**src/rtl/loader_pkg.sv**
```systemverilog
// loader_pkg: shared definitions for the boot-time program loader.
//   loader_state_e : loader FSM states
//   INSTR_W        : instruction word width (fixed at 9)
//   HI_RSVD_MASK   : bits of the HI byte that must be zero
package loader_pkg;

    localparam int INSTR_W = 9;

    // Only bit 0 of the HI byte carries instruction data.
    localparam logic [7:0] HI_RSVD_MASK = 8'hFE;

    typedef enum logic [2:0] {
        ST_LEN  = 3'd0,
        ST_LO   = 3'd1,
        ST_HI   = 3'd2,
        ST_CSUM = 3'd3,
        ST_DONE = 3'd4,
        ST_ERR  = 3'd5
    } loader_state_e;

endpackage

```
**src/rtl/prog_loader.sv**
```systemverilog
// prog_loader: fills the instruction memory from a byte stream at boot and
// holds the CPU in reset until the image has been loaded and its checksum
// verified.
//
// Stream: count byte N (0 means 2^IW), N pairs {LO, HI}, checksum byte.
// The checksum is the XOR of the count byte and every payload byte.
//
// Ports:
//   clk        in   clock, rising edge
//   reset      in   asynchronous, active-high
//   in_valid   in   stream byte present on in_data
//   in_data    in   stream byte
//   in_ready   out  loader accepts a byte (registered)
//   wr_en      out  one-cycle instruction-memory write strobe
//   wr_addr    out  write address
//   wr_data    out  9-bit instruction word
//   cpu_hold   out  CPU reset; released only after a good load
//   load_done  out  sticky, good checksum seen
//   err        out  sticky, format or checksum error
//
// State  | meaning
// -------+-------------------------------------------------------------
// LEN    | waiting for the count byte
// LO     | waiting for the low byte of an instruction
// HI     | waiting for the high byte; issues the memory write
// CSUM   | waiting for the checksum byte
// DONE   | load good, CPU released, no more bytes accepted
// ERR    | load failed, CPU held, no more bytes accepted
module prog_loader
    import loader_pkg::*;
#(
    parameter int IW = 8
) (
    input  logic               clk,
    input  logic               reset,
    input  logic               in_valid,
    input  logic [7:0]         in_data,
    output logic               in_ready,
    output logic               wr_en,
    output logic [IW-1:0]      wr_addr,
    output logic [INSTR_W-1:0] wr_data,
    output logic               cpu_hold,
    output logic               load_done,
    output logic               err
);

    // A count byte of zero means a full memory image.
    localparam logic [IW:0] FULL_COUNT = {1'b1, {IW{1'b0}}};

    loader_state_e      state_q, state_d;
    logic [IW:0]        remaining_q, remaining_d;
    logic [7:0]         chk_q, chk_d;
    logic [IW-1:0]      addr_q, addr_d;
    logic [7:0]         stash_q, stash_d;

    logic               in_ready_q, in_ready_d;
    logic               wr_en_q, wr_en_d;
    logic [IW-1:0]      wr_addr_q, wr_addr_d;
    logic [INSTR_W-1:0] wr_data_q, wr_data_d;
    logic               cpu_hold_q, cpu_hold_d;
    logic               load_done_q, load_done_d;
    logic               err_q, err_d;

    logic               accept;

    // in_ready is a flop, so a transfer is judged against its registered value.
    assign accept = in_valid && in_ready_q;

    always_comb begin
        state_d     = state_q;
        remaining_d = remaining_q;
        chk_d       = chk_q;
        addr_d      = addr_q;
        stash_d     = stash_q;
        wr_en_d     = 1'b0;
        wr_addr_d   = wr_addr_q;
        wr_data_d   = wr_data_q;

        case (state_q)
            ST_LEN: begin
                if (accept) begin
                    remaining_d = (in_data == 8'd0) ? FULL_COUNT : (IW+1)'(in_data);
                    chk_d       = in_data;
                    addr_d      = '0;
                    state_d     = ST_LO;
                end
            end
            ST_LO: begin
                if (accept) begin
                    stash_d = in_data;
                    chk_d   = chk_q ^ in_data;
                    state_d = ST_HI;
                end
            end
            ST_HI: begin
                if (accept) begin
                    if ((in_data & HI_RSVD_MASK) != 8'd0) begin
                        state_d = ST_ERR;
                    end else begin
                        chk_d       = chk_q ^ in_data;
                        wr_en_d     = 1'b1;
                        wr_addr_d   = addr_q;
                        wr_data_d   = {in_data[0], stash_q};
                        // Wraps to 0 after the last write of a full image;
                        // harmless because the FSM leaves the load loop.
                        addr_d      = addr_q + 1'b1;
                        remaining_d = remaining_q - 1'b1;
                        state_d     = (remaining_q == (IW+1)'(1)) ? ST_CSUM : ST_LO;
                    end
                end
            end
            ST_CSUM: begin
                if (accept) begin
                    state_d = (in_data == chk_q) ? ST_DONE : ST_ERR;
                end
            end
            ST_DONE: begin
                state_d = ST_DONE;
            end
            ST_ERR: begin
                state_d = ST_ERR;
            end
            default: begin
                state_d = ST_ERR;
            end
        endcase

        // Status outputs follow the next state so they change on the same
        // edge that moves the FSM.
        in_ready_d  = (state_d == ST_LEN) || (state_d == ST_LO) ||
                      (state_d == ST_HI)  || (state_d == ST_CSUM);
        cpu_hold_d  = (state_d != ST_DONE);
        load_done_d = (state_d == ST_DONE);
        err_d       = (state_d == ST_ERR);
    end

    always_ff @(posedge clk or posedge reset) begin
        if (reset) begin
            state_q     <= ST_LEN;
            remaining_q <= '0;
            chk_q       <= '0;
            addr_q      <= '0;
            stash_q     <= '0;
            in_ready_q  <= 1'b0;
            wr_en_q     <= 1'b0;
            wr_addr_q   <= '0;
            wr_data_q   <= '0;
            cpu_hold_q  <= 1'b1;
            load_done_q <= 1'b0;
            err_q       <= 1'b0;
        end else begin
            state_q     <= state_d;
            remaining_q <= remaining_d;
            chk_q       <= chk_d;
            addr_q      <= addr_d;
            stash_q     <= stash_d;
            in_ready_q  <= in_ready_d;
            wr_en_q     <= wr_en_d;
            wr_addr_q   <= wr_addr_d;
            wr_data_q   <= wr_data_d;
            cpu_hold_q  <= cpu_hold_d;
            load_done_q <= load_done_d;
            err_q       <= err_d;
        end
    end

    assign in_ready  = in_ready_q;
    assign wr_en     = wr_en_q;
    assign wr_addr   = wr_addr_q;
    assign wr_data   = wr_data_q;
    assign cpu_hold  = cpu_hold_q;
    assign load_done = load_done_q;
    assign err       = err_q;

endmodule
```
**config.mk**
```make
export PLATFORM = sky130hd
export DESIGN_NAME = prog_loader
export DESIGN_NICKNAME = d
export VERILOG_FILES = /design/src/rtl/loader_pkg.sv /design/src/rtl/prog_loader.sv
export SDC_FILE = /design/constraint.sdc
export NUM_CORES = 1
export LEC_CHECK = 0
export ABC_AREA = 1
export BUFFER_PORTS_ARGS = -buffer_cell sky130_fd_sc_hd__buf_2
export CORE_ASPECT_RATIO = 0.6
export CORE_MARGIN = 2
export CORE_UTILIZATION = 35
export DETAILED_ROUTE_END_ITERATION = 10
export PLACE_DENSITY_LB_ADDON = 0.3
export SYNTH_ARGS = -nofsm -noshare
export SYNTH_HDL_FRONTEND = slang
export SYNTH_SLANG_ARGS = --single-unit
```
**constraint.sdc**
```tcl
create_clock -name clk -period 4.3 [get_ports clk]
set_input_delay 0.645 -clock clk [delete_from_list [all_inputs] [get_ports clk]]
set_output_delay 0.645 -clock clk [all_outputs]
set_load 0.01 [all_outputs]
```
==> run_results.csv <==
group,metric,value,unit
cells_and_area,final_area,3380,sq um
clock_tree,clock_latency,0.33,ns
timing,setup_tns,0,ns
global_route,antenna_found_initial,0,
setup_path,worstSetupPathType,"flop to flop",
clock_tree,clock_path_buffers,2,
place,hpwl,4790,microns
place,io_buffers,32,
cells_and_area,instances_no_fill,498,
timing,hold_viol,0,
pwr,ir_drop,230,uV
floorplanning,initial_utilization,36.4,%
logic_synthesis,synth_seq_cells,58,
global_route,gr-usage-all-layers,16.4,%
timing,timing.final.crit_share,54.7,%
setup_path,worstReg2RegStart,"state_q[0]",
floorplanning,die_w,121,microns
setup_path,crit_family,"buffers and inverters",
setup_path,r2r-end,"addr_q[4]",
pwr,combPwrFrac,26.0,%
setup_path,cp_max_fo,31,
floorplanning,die_area,9030,sq um
clock_tree,cts_hold_buffers,0,
routing,num_vias,2376,
cells_and_area,final_common_cell,"nand2_1",
setup_path,reg2reg_depth,8,
clock_tree,clock-sinks,58,
clock_tree,ctsResizeCount,0,
pwr,leakagePower,1.68,nW
pwr,powerDensity,598,nW/um^2
cells_and_area,post-route-util,42.5,%
hold_path,min_path_type,"input pin to async pin",
setup_path,critPathMaxStageDelay,0.41,ns
routing,detail-route-antenna-nets,0,
timing,finalClockSkew,0.0120,ns
logic_synthesis,yosysWarningCount,0,
routing,drc,0,
pwr,switching_share,35.3,%
cells_and_area,drive_gt1_share,17.4,%
routing,drtIter0Drc,149,
logic_synthesis,syn_avg_cell_area,8.19,sq um
floorplanning,std_cell_rows,25,
cells_and_area,syn2layout_area_growth,16.7,%
routing,drt_pass1_iterations,4,
global_route,grt_pass1_vias,2166,
routing,vias_per_cell,4.77,
clock_tree,postCtsSetupBuffers,0,
pwr,clockPowerShare,31.9,%
clock_tree,htree_levels,3,
floorplanning,core,7950,sq um
logic_synthesis,synth_top_area_share,49.3,%
global_route,grt_pass1_wl,11200,microns
logic_synthesis,syn_nets,367,
run_status,status,"finished clean",
global_route,grt_max_degree,36,
place,place.gp.congestion,0.872,
routing,wirelength,6650,microns
timing,rsz0062_at_grt,"no",
logic_synthesis,synthDistinctLibCells,35,
pwr,p_sw,713,uW
place,placed_cells,482,
floorplanning,pin_count,33,
logic_synthesis,synth.yosys.seq_area_share,50.2,%
setup_path,crit_buf_inv,3,
timing,finalCriticalPeriod,2.35,ns
setup_path,required,4.52,ns
place,place_area,3100,sq um
logic_synthesis,yosys.area.top_type,"dfrtp_1",
setup_path,path_common_cell,"inv_1",
timing,drv_slew,0,
floorplanning,die_y,74.4,microns
clock_tree,clkTransAtPathRegs,0.05,ns
cells_and_area,layout_common_cells,"nand2_1 (115), dfrtp_1 (57), o21ai_0 (39), buf_2 (32), inv_1 (31)",
run,maxCapViolCount,0,
logic_synthesis,syn_area,2890,sq um
timing,tightest_slew,0.533,ns
setup_path,arrival,2.57,ns
logic_synthesis,synth_cells,353,
setup_path,crit_path_top_delay_cell,"dfrtp_1",
logic_synthesis,synth_area_leaders,"dfrtp_1 (49%), nand2_1 (15%), o21ai_0 (6.7%)",
pwr,pwr-share-seq,42.1,%
setup_path,critical_path.startpoint_type,"flop",
clock_tree,cts_root_buf,"clkbuf_16",
setup_path,cp_cell_sequence,"inv_1 -> nand3_2 -> inv_2 -> nand3_4 -> inv_1 -> nand3_1 -> nand2_1 -> nor2_1",
cells_and_area,nets,399,
clock_tree,cts_buffers,9,
cells_and_area,insertedDiodeCount,0,
pwr,p_int,1.31,mW
timing,fmax,425,MHz
routing,wire_per_inst,13.3,microns
timing,setup_violations,0,
setup_path,cp-end-kind,"flop",
clock_tree,cts_tree,"built",
setup_path,r2r_setup_slack,1.95,ns
global_route,grt_overflow,0,
timing,worst_slew_margin_rel,64.4,%
==> layer usage <==
| metal | track usage, % | vias up | wire, microns |
|---|---|---|---|
| met4 | 5.36 | 0 | 14 |
| met5 | 0 | - | 0 |
| li1 | - | 1201 | - |
| met1 | 24.5 | 1110 | 3730 |
| met3 | 5.44 | 2 | 316 |
| met2 | 22.3 | 63 | 2590 |
==> layout make-up <==
type,count,area (sq um)
Clock inverter,5,30.0
Tap cell,108,135
Inverter,36,136
Fill cell,814,4570
Clock buffer,11,243
Timing Repair Buffer,33,168
Sequential cell,58,1450
Multi-Input combinational cell,247,1210
==> state kept, by name (all words and copies together), names as in the netlist, 3 cells and up <==
name / cells
state_q: 3
chk_q: 8
remaining_q: 9
stash_q: 8
addr_q: 8
wr_addr: 8
wr_data: 9
==> worst max path at each step <==
stage          cells after the start       start         to
2_1_floorplan                      1       reset  addr_q[0]
3_3_place_gp                       9  in_data[5]  addr_q[4]
3_5_place_dp                       8  state_q[0]  addr_q[4]
4_1_cts                            8  state_q[0]  addr_q[4]
5_1_grt                            8  state_q[0]  addr_q[4]
6_report                           8  state_q[0]  addr_q[4]
==> logic make-up (layout without fill, tap and decap cells) <==
group	after synthesis	in the layout	synth area share [%]
AND/OR/NAND/NOR	172	172	26.2
buffers and inverters	48	85	7.87
flip-flops	58	58	50.2
AO/OA/AOI/OAI	66	66	12.6
XOR/XNOR	5	5	1.51
adder cells (fa/ha/maj)	3	3	1.30
multiplexers	1	1	0.346
==> cell usage after synthesis (all sizes together) <==
library cell	count
nand3	22
o22ai	1
or2	1
inv	35
nor2	20
a31oi	1
dfrtp	57
o21ai	42
nor3	7
a21oi	20
buf	9
ha	3
clkinv	1
nor3b	1
nand4	4
nor4	1
o21a	1
xor2	1
mux2i	1
clkbuf	3
o211ai	1
xnor2	4
nand2	116
dfstp	1
==> per-stage QoR <==
step / power (mW) / setup WS [ns] / hold slack, ns
after global placement: 1.36 / 2.01 / 0.462
after CTS: 2.04 / 1.95 / 0.344
after detailed placement: 1.38 / 1.95 / 0.462
final: 2.02 / 1.95 / 0.342
after global routing: 2.18 / 1.64 / 0.375
after floorplan: 1.25 / 2.23 / 0.441
==> power by group through the flow <==
stage | Combinational [mW] | Clock (mW) | Sequential [mW]
after floorplan | 0.424 | 0 | 0.822
after global routing | 0.611 | 0.690 | 0.876
after global placement | 0.517 | 0 | 0.847
final | 0.525 | 0.646 | 0.850
after detailed placement | 0.523 | 0 | 0.854
after CTS | 0.527 | 0.664 | 0.846
No activity file was read; power rests on OpenSTA's default activity.
